### src/rtl/multicycle_ctrl.sv
// Control FSM for the multicycle MIPS-subset CPU: decodes OPCODE/FUNCT/flags into datapath controls.
// Optional build macro CTRL_OVF_EXC_EN: add/sub/addi overflow traps to the exception path instead of writing back.
module multicycle_ctrl #(
   parameter int MEM_WAIT = 1,
   parameter int CNT_W    = 2
) (
   input  logic       clk,
   input  logic       reset,
   input  logic [5:0] OPCODE,
   input  logic [5:0] FUNCT,
   input  logic       Of,
   input  logic       Eq,
   output logic       PC_w,
   output logic       MEM_w,
   output logic       IR_w,
   output logic       MDR_w,
   output logic       RB_w,
   output logic       AB_w,
   output logic       ALUOut_w,
   output logic       EPC_w,
   output logic [2:0] ULA_c,
   output logic       M_IORD,
   output logic       M_WREG,
   output logic       M_WDATA,
   output logic [1:0] M_ULAA,
   output logic [1:0] M_ULAB,
   output logic [1:0] M_PCSRC,
   output logic [3:0] state_o
);

   typedef enum logic [3:0] {
      S_RESET    = 4'd0,
      S_FETCH    = 4'd1,
      S_DECODE   = 4'd2,
      S_EXEC_R   = 4'd3,
      S_WB_R     = 4'd4,
      S_EXEC_I   = 4'd5,
      S_WB_I     = 4'd6,
      S_MEM_ADDR = 4'd7,
      S_MEM_RD   = 4'd8,
      S_WB_LW    = 4'd9,
      S_MEM_WR   = 4'd10,
      S_BRANCH   = 4'd11,
      S_JUMP     = 4'd12,
      S_EXC      = 4'd13,
      S_EXC_VEC  = 4'd14
   } state_t;

   localparam logic [5:0] OP_RTYPE = 6'h00;
   localparam logic [5:0] OP_ADDI  = 6'h08;
   localparam logic [5:0] OP_LW    = 6'h23;
   localparam logic [5:0] OP_SW    = 6'h2B;
   localparam logic [5:0] OP_BEQ   = 6'h04;
   localparam logic [5:0] OP_BNE   = 6'h05;
   localparam logic [5:0] OP_J     = 6'h02;

   localparam logic [5:0] FN_ADD = 6'h20;
   localparam logic [5:0] FN_SUB = 6'h22;
   localparam logic [5:0] FN_AND = 6'h24;

   localparam logic [CNT_W-1:0] WAIT_C = CNT_W'(MEM_WAIT);

   function automatic logic funct_valid(input logic [5:0] fn);
      return (fn == FN_ADD) || (fn == FN_SUB) || (fn == FN_AND);
   endfunction

   function automatic logic [2:0] alu_from_funct(input logic [5:0] fn);
      logic [2:0] op_v;
      case (fn)
         FN_ADD:  op_v = 3'b001;
         FN_SUB:  op_v = 3'b010;
         FN_AND:  op_v = 3'b011;
         default: op_v = 3'b001;
      endcase
      return op_v;
   endfunction

   state_t           state_r;
   state_t           state_nxt_s;
   logic [CNT_W-1:0] cnt_r;
   logic [CNT_W-1:0] cnt_nxt_s;
   logic             wait_done_s;
   logic             ovf_trap_s;

   assign wait_done_s = (cnt_r == WAIT_C);
   assign state_o     = state_r;

   // State register and memory wait counter
   always_ff @(posedge clk or posedge reset) begin
      if (reset) begin
         state_r <= S_RESET;
         cnt_r   <= {CNT_W{1'b0}};
      end else begin
         state_r <= state_nxt_s;
         cnt_r   <= cnt_nxt_s;
      end
   end

`ifdef CTRL_OVF_EXC_EN
   logic ovf_r;

   // Overflow flag captured during the execute cycle, consumed at write-back
   always_ff @(posedge clk or posedge reset) begin
      if (reset) begin
         ovf_r <= 1'b0;
      end else if ((state_r == S_EXEC_R) || (state_r == S_EXEC_I)) begin
         ovf_r <= Of;
      end else begin
         ovf_r <= ovf_r;
      end
   end

   assign ovf_trap_s = ovf_r;
`else
   logic unused_of_s;
   assign unused_of_s = Of;
   assign ovf_trap_s  = 1'b0;
`endif

   // Next-state, wait counter and datapath control decode
   always_comb begin
      state_nxt_s = S_RESET;
      cnt_nxt_s   = {CNT_W{1'b0}};
      PC_w        = 1'b0;
      MEM_w       = 1'b0;
      IR_w        = 1'b0;
      MDR_w       = 1'b0;
      RB_w        = 1'b0;
      AB_w        = 1'b0;
      ALUOut_w    = 1'b0;
      EPC_w       = 1'b0;
      ULA_c       = 3'b000;
      M_IORD      = 1'b0;
      M_WREG      = 1'b0;
      M_WDATA     = 1'b0;
      M_ULAA      = 2'd0;
      M_ULAB      = 2'd0;
      M_PCSRC     = 2'd0;

      case (state_r)
         S_RESET: begin
            state_nxt_s = S_FETCH;
         end
         S_FETCH: begin
            if (wait_done_s) begin
               IR_w        = 1'b1;
               PC_w        = 1'b1;
               M_ULAB      = 2'd1;
               ULA_c       = 3'b001;
               state_nxt_s = S_DECODE;
            end else begin
               cnt_nxt_s   = cnt_r + CNT_W'(1);
               state_nxt_s = S_FETCH;
            end
         end
         S_DECODE: begin
            // Speculatively compute the branch target into ALUOut
            AB_w     = 1'b1;
            ALUOut_w = 1'b1;
            M_ULAB   = 2'd3;
            ULA_c    = 3'b001;
            case (OPCODE)
               OP_RTYPE: begin
                  if (funct_valid(FUNCT)) begin
                     state_nxt_s = S_EXEC_R;
                  end else begin
                     state_nxt_s = S_EXC;
                  end
               end
               OP_ADDI:        state_nxt_s = S_EXEC_I;
               OP_LW, OP_SW:   state_nxt_s = S_MEM_ADDR;
               OP_BEQ, OP_BNE: state_nxt_s = S_BRANCH;
               OP_J:           state_nxt_s = S_JUMP;
               default:        state_nxt_s = S_EXC;
            endcase
         end
         S_EXEC_R: begin
            M_ULAA      = 2'd1;
            ULA_c       = alu_from_funct(FUNCT);
            ALUOut_w    = 1'b1;
            state_nxt_s = S_WB_R;
         end
         S_WB_R: begin
            M_WREG = 1'b1;
            if (ovf_trap_s && (FUNCT != FN_AND)) begin
               state_nxt_s = S_EXC;
            end else begin
               RB_w        = 1'b1;
               state_nxt_s = S_FETCH;
            end
         end
         S_EXEC_I: begin
            M_ULAA      = 2'd1;
            M_ULAB      = 2'd2;
            ULA_c       = 3'b001;
            ALUOut_w    = 1'b1;
            state_nxt_s = S_WB_I;
         end
         S_WB_I: begin
            if (ovf_trap_s) begin
               state_nxt_s = S_EXC;
            end else begin
               RB_w        = 1'b1;
               state_nxt_s = S_FETCH;
            end
         end
         S_MEM_ADDR: begin
            M_ULAA   = 2'd1;
            M_ULAB   = 2'd2;
            ULA_c    = 3'b001;
            ALUOut_w = 1'b1;
            if (OPCODE == OP_SW) begin
               state_nxt_s = S_MEM_WR;
            end else begin
               state_nxt_s = S_MEM_RD;
            end
         end
         S_MEM_RD: begin
            M_IORD = 1'b1;
            if (wait_done_s) begin
               MDR_w       = 1'b1;
               state_nxt_s = S_WB_LW;
            end else begin
               cnt_nxt_s   = cnt_r + CNT_W'(1);
               state_nxt_s = S_MEM_RD;
            end
         end
         S_WB_LW: begin
            RB_w        = 1'b1;
            M_WDATA     = 1'b1;
            state_nxt_s = S_FETCH;
         end
         S_MEM_WR: begin
            M_IORD      = 1'b1;
            MEM_w       = 1'b1;
            state_nxt_s = S_FETCH;
         end
         S_BRANCH: begin
            M_ULAA  = 2'd1;
            ULA_c   = 3'b111;
            M_PCSRC = 2'd1;
            if (OPCODE == OP_BNE) begin
               PC_w = ~Eq;
            end else begin
               PC_w = Eq;
            end
            state_nxt_s = S_FETCH;
         end
         S_JUMP: begin
            PC_w        = 1'b1;
            M_PCSRC     = 2'd2;
            state_nxt_s = S_FETCH;
         end
         S_EXC: begin
            // PC already points past the faulting instruction; PC-4 goes to EPC
            EPC_w       = 1'b1;
            M_ULAB      = 2'd1;
            ULA_c       = 3'b010;
            state_nxt_s = S_EXC_VEC;
         end
         S_EXC_VEC: begin
            PC_w        = 1'b1;
            M_PCSRC     = 2'd3;
            state_nxt_s = S_FETCH;
         end
         default: begin
            state_nxt_s = S_RESET;
         end
      endcase
   end

endmodule

### config.mk
export PLATFORM = sky130hd
export DESIGN_NAME = multicycle_ctrl
export DESIGN_NICKNAME = d
export VERILOG_FILES = /design/src/rtl/multicycle_ctrl.sv
export SDC_FILE = /design/constraint.sdc
export NUM_CORES = 1
export LEC_CHECK = 0
export CORE_UTILIZATION = 41
export CTS_BUF_LIST = sky130_fd_sc_hd__clkbuf_4 sky130_fd_sc_hd__clkbuf_8
export DETAILED_ROUTE_END_ITERATION = 8
export PLACE_DENSITY = 0.82
export SETUP_SLACK_MARGIN = 0.1
export SKIP_CTS_REPAIR_TIMING = 1
export SYNTH_ARGS = -nofsm -noshare
export SYNTH_HDL_FRONTEND = slang
export SYNTH_SLANG_ARGS = --single-unit
### constraint.sdc
create_clock -name clk -period 1.5 [get_ports clk]
set_input_delay 0.15 -clock clk [delete_from_list [all_inputs] [get_ports clk]]
set_output_delay 0.15 -clock clk [all_outputs]
set_load 0.005 [all_outputs]
==> results of run 1 <==
## cells by family after synthesis
logic type,count (synthesis),share of synthesized area [%]
compound gates,26,22.19
buf+inv,12,9.805
xor+xnor,4,4.502
other cells,1,0.4819
flops,6,19.29
simple gates,59,43.73
## metrics by stage
step	worst slack (ns)	hold slack, ns	area, sq um	utilization [%]	cells
after floorplan	0.1085	-0.05904	778.2	-	108
after global placement	-0.5527	0.3671	1348	77.20	192
after detailed placement	-0.5839	0.3822	1348	77.20	192
after CTS	-0.6046	0.1151	1370	78.49	195
==> summary.txt, run 1 <==
CTS
  – Clock Tree Buf Depth: 2
  – Sinks on Clock Net: 6
  – CTS root buffer: sky130_fd_sc_hd__clkbuf_4
  – H-Tree Depth: 1
  – TritonCTS buffer count: 3

Yosys
  – Most frequent cells after synthesis: sky130_fd_sc_hd__nor2_1, sky130_fd_sc_hd__nand2_1, sky130_fd_sc_hd__nor3_1
  – Register area share after synthesis: 19.29%
  – Area leader, netlist: sky130_fd_sc_hd__dfrtp_1
  – Post-synth net total: 124
  – Number of storage elements in the synthesis netlist: 6
  – YS warnings: 0
  – Yosys top cell area share: 19.29%
  – Netlist area before placement: 778.2 sq um
  – Top flip-flop cell by instance count after synthesis: sky130_fd_sc_hd__dfrtp_1
  – Mean area per synthesized cell: 7.206 sq um
  – Cells after synthesis: 108
  – Cell with the most instances after synthesis: sky130_fd_sc_hd__nor2_1
  – Proportion of synthesized flip-flops having asynchronous set or reset: 100.0%
  – Post-synth EDFFs: 0
  – Area contributors post-synth: sky130_fd_sc_hd__dfrtp_1, sky130_fd_sc_hd__nor3_1, sky130_fd_sc_hd__nor2_1, sky130_fd_sc_hd__nand2_1, sky130_fd_sc_hd__a21oi_1
  – Number of distinct library cells after synthesis: 39

Outcome
  – Error that halted the flow: [ERROR DPL-0038] Utilization greater than 100%, impossible to legalize
  – Result of the run: aborted with a tool error
  – Stage reached: 5_1_grt

Place
  – Post-DP HPWL: 2013 um
  – Count of buffers inserted at the top-level ports: 37
  – Placer Congestion: 0.8195

Floorplanning
  – Die X: 45.57 um
  – Number of core rows: 15
  – I/O pin total: 40
  – Starting density of the core: 44.59%
  – Vertical extent of the die: 45.57 um

STA
  – Kind of the worst endpoint: top-level output
  – Worst_ep grt: M_ULAB[0]

Global routing
  – Maximum number of pins on one net before global-route repair: 15
==> inputs of run 2 (changes only) <==
==> config.mk (replaced) <==
export PLATFORM = sky130hd
export DESIGN_NAME = multicycle_ctrl
export DESIGN_NICKNAME = d
export VERILOG_FILES = /design/src/rtl/multicycle_ctrl.sv
export SDC_FILE = /design/constraint.sdc
export NUM_CORES = 1
export LEC_CHECK = 0
export CORE_AREA = 2 2 63 65
export DETAILED_ROUTE_END_ITERATION = 8
export DIE_AREA = 0 0 65 67
export PLACE_DENSITY_LB_ADDON = 0.15
export SKIP_CTS_REPAIR_TIMING = 1
export SYNTH_ARGS = -nofsm -noshare
export SYNTH_HDL_FRONTEND = slang
export SYNTH_SLANG_ARGS = --single-unit
==> run 2 against run 1 <==
  * The flow now finishes, with violations (negative setup slack)
  * Synthesized area stayed put
  * Synthesized cell count stayed put
==> summary.txt, run 2 <==
Outcome
  – Result of the run: complete, but fails checks
  – Failing checks: negative setup slack

Drt
  – Post-detailed-route count of antenna-violating nets: 0
  – Final routed wire length divided by cell count: 12.67 um
  – Drt via density: 4.566
  – Initial DRC count: 18
  – Via total after detailed routing: 1032
  – Wirelength, routed: 2863 um
  – Drt first pass iters: 4
  – DRC Markers: 0

CTS
  – CTS root buffer: sky130_fd_sc_hd__clkbuf_8
  – H-Tree Depth: 1
  – Clock slew at reported path FFs: 0.04 ns
  – TritonCTS buffer count: 3
  – CTS tree: done
  – Sinks on Clock Net: 6
  – Clock Tree Buf Depth: 2
  – Skew-Pair Late Insertion Delay: 0.22 ns

Power and ir drop
  – Power density over the cells: 1378 nW/um^2
  – Highest ir drop seen on vdd: 0.3753 mV
  – Total power consumption of the routed design: 2.333 mW
  – Sequential Power Share: 11.8%
  – LEAKAGE: 1.000 nW
  – Portion of total power attributed to the clock network: 10.2%
  – Switching share of power: 39.80%
  – P_sw: 0.9285 mW
  – Portion of total power attributed to combinational logic: 78.1%
  – Internal cell power: 1.404 mW

Place
  – Placer Congestion: 0.8152
  – Setup slack after placement: -0.6577 ns
  – Count of buffers inserted at the top-level ports: 37
  – Post-DP HPWL: 2120 um

Yosys
  – Yosys top cell area share: 19.29%
  – Cell with the most instances after synthesis: sky130_fd_sc_hd__nor2_1
  – Most frequent cells after synthesis: sky130_fd_sc_hd__nor2_1, sky130_fd_sc_hd__nand2_1, sky130_fd_sc_hd__nor3_1
  – Cells after synthesis: 108
  – Netlist area before placement: 778.2 sq um
  – Post-synth EDFFs: 0
  – Register area share after synthesis: 19.29%
  – Proportion of synthesized flip-flops having asynchronous set or reset: 100.0%
  – Post-synth net total: 124
  – Number of storage elements in the synthesis netlist: 6
  – Mean area per synthesized cell: 7.206 sq um
  – Number of distinct library cells after synthesis: 39
  – Area leader, netlist: sky130_fd_sc_hd__dfrtp_1
  – Top flip-flop cell by instance count after synthesis: sky130_fd_sc_hd__dfrtp_1
  – Area contributors post-synth: sky130_fd_sc_hd__dfrtp_1, sky130_fd_sc_hd__nor3_1, sky130_fd_sc_hd__nor2_1, sky130_fd_sc_hd__nand2_1, sky130_fd_sc_hd__a21oi_1
  – YS warnings: 0

Final layout
  – Most frequent standard cell in the layout excluding fill and tap cells: sky130_fd_sc_hd__buf_4
  – Inserted Diodes: 0
  – Flip-flop count of the largest register, all copies and words added: 4
  – Number of nets at the end of the flow: 196
  – Post-synthesis to final-layout area growth: 117.5%
  – Share of layout cells above drive strength 1: 44.94%
  – Leading cell types in the layout, fill and taps excluded: sky130_fd_sc_hd__buf_4, sky130_fd_sc_hd__dlymetal6s2s_1, sky130_fd_sc_hd__nor2_1

Global routing
  – Global-route congestion overflow total: 0
  – Initial antenna violation count: 0
  – Global router's overall resource usage: 12.35%
  – Global-route wire length before repair: 4222 um
  – Maximum number of pins on one net before global-route repair: 15
  – Number of global-route vias before repair: 949

Critical path
  – Cell breakdown of the critical path: buf_12 -> nor3_4 -> nor2b_2 -> clkdlybuf4s50_1
  – Slack of the worst reg-to-reg path: 0 ns
  – End of the critical path: IR_w
  – Setup CP Type: register to output port
  – Crit. Startpoint: state_o[2]$_DFF_PP0_
  – Highest fanout seen on the critical path: 3
  – Worst Path Arrival: 1.62 ns
  – Start of the worst register-to-register path: state_o[2]$_DFF_PP0_
  – Crit-path max cell delay: 0.51 ns
  – End of the worst register-to-register path: state_o[2]$_DFF_PP0_
  – R2R cell count: 8
  – Standard cell with the maximum stage delay on the critical path: sky130_fd_sc_hd__clkdlybuf4s50_1
  – Startpoint types: register
  – Required time worst endpoint: 1.35 ns
  – Capturing element type of the critical path: output port

STA
  – Worst setup margin: -0.2718 ns
  – Final count of pins violating max slew: 0
  – Upper clock frequency limit: 564.4 MHz
  – Setup violation total in the final timing report: 10
  – Unrepaired setup endpoints after global routing: true
  – Worst-case clock skew: 0.004981 ns
  – Hold violation count in the final report: 0
  – Minimum clock period: 1.772 ns
  – Period Utilization, post-route: 118.1%

Floorplanning
  – Core Footprint: 3606 sq um
  – Number of core rows: 22
  – I/O pin total: 40
  – Vertical extent of the die: 67 um
  – Die ar.: 4355 sq um
  – Starting density of the core: 21.58%
  – Die X: 65 um

Worst hold path
  – Class of the worst hold path: input pin to asynchronous set/reset pin

Flow run
  – # Max-Cap Violations: 0
run 2: metrics by stage:
stage	hold slack, ns	cells	util, %	cell area, sq um	TNS (ns)
after detailed placement	0.3896	213	37.75	1361	-4.887
after global placement	0.3869	213	37.75	1361	-5.052
after global routing	0.1809	226	46.95	1693	-1.709
final	0.1520	226	46.95	1693	-1.045
after CTS	0.1610	216	38.90	1403	-8.384
after floorplan	-0.05904	108	-	778.2	0
run 2: layout make-up:
cell class,instances,area [sq um]
Clock buffer,3,41.29
Tap cell,48,60.06
Inverter,3,13.76
Multi-Input combinational cell,90,698.2
Timing Repair Buffer,76,726.9
Fill cell,374,1913
Sequential cell,6,152.6
run 2: worst min path at each step:
stage | start | to | slack, ns | cells past startpoint
after floorplan | reset | cnt_r[0]$_DFF_PP0_ | -0.06 | 1
after global placement | reset | cnt_r[1]$_DFF_PP0_ | 0.39 | 2
after detailed placement | reset | cnt_r[0]$_DFF_PP0_ | 0.39 | 2
after CTS | reset | cnt_r[1]$_DFF_PP0_ | 0.16 | 2
after global routing | reset | state_o[1]$_DFF_PP0_ | 0.18 | 2
final | reset | cnt_r[0]$_DFF_PP0_ | 0.15 | 2
run 2: power by group through the flow:
| stage | logic (mW) | registers (mW) | clock network (mW) |
|---|---|---|---|
| after floorplan | 0.670 | 0.266 | 0 |
| after global placement | 1.48 | 0.270 | 0 |
| after detailed placement | 1.48 | 0.268 | 0 |
| after CTS | 1.49 | 0.267 | 0.243 |
| after global routing | 1.97 | 0.280 | 0.253 |
| final | 1.82 | 0.275 | 0.237 |
run 2: layer usage:
metal | wire (um) | share of wire (%) | GRT usage [%]
met3 | 115 | 4.0 | 3.209
met4 | 0 | 0 | 1.596
met1 | 1232 | 43 | 14.01
met5 | 0 | 0 | 0
met2 | 1515 | 53 | 23.58
run 2: logic make-up (layout without fill, tap and decap cells):
| kind of cell | after synthesis | count (layout) | share of synthesized area [%] |
|---|---|---|---|
| other cells | 1 | 1 | 0.4819 |
| flops | 6 | 6 | 19.29 |
| xor+xnor | 4 | 4 | 4.502 |
| compound gates | 26 | 26 | 22.19 |
| simple gates | 59 | 59 | 43.73 |
| buf+inv | 12 | 82 | 9.805 |
run 2: worst max-delay path, delay by kind of cell (launching register included):
kind	cells	cell delay, ns
buffers and inverters	2	0.64
DFF	1	0.41
and+or+nand+nor	2	0.36
No activity file was read; power rests on OpenSTA's default activity.
==> inputs of run 3 (changes only) <==
--- a/config.mk
+++ b/config.mk
@@ -5,7 +5,9 @@
 export SDC_FILE = /design/constraint.sdc
 export NUM_CORES = 1
 export LEC_CHECK = 0
+export CAP_MARGIN = 10
 export CORE_AREA = 2 2 63 65
+export CTS_CLUSTER_DIAMETER = 40
 export DETAILED_ROUTE_END_ITERATION = 8
 export DIE_AREA = 0 0 65 67
 export PLACE_DENSITY_LB_ADDON = 0.15
==> results of run 3 <==
No change in the layout: final DEF, timing and power equal those of run 2.
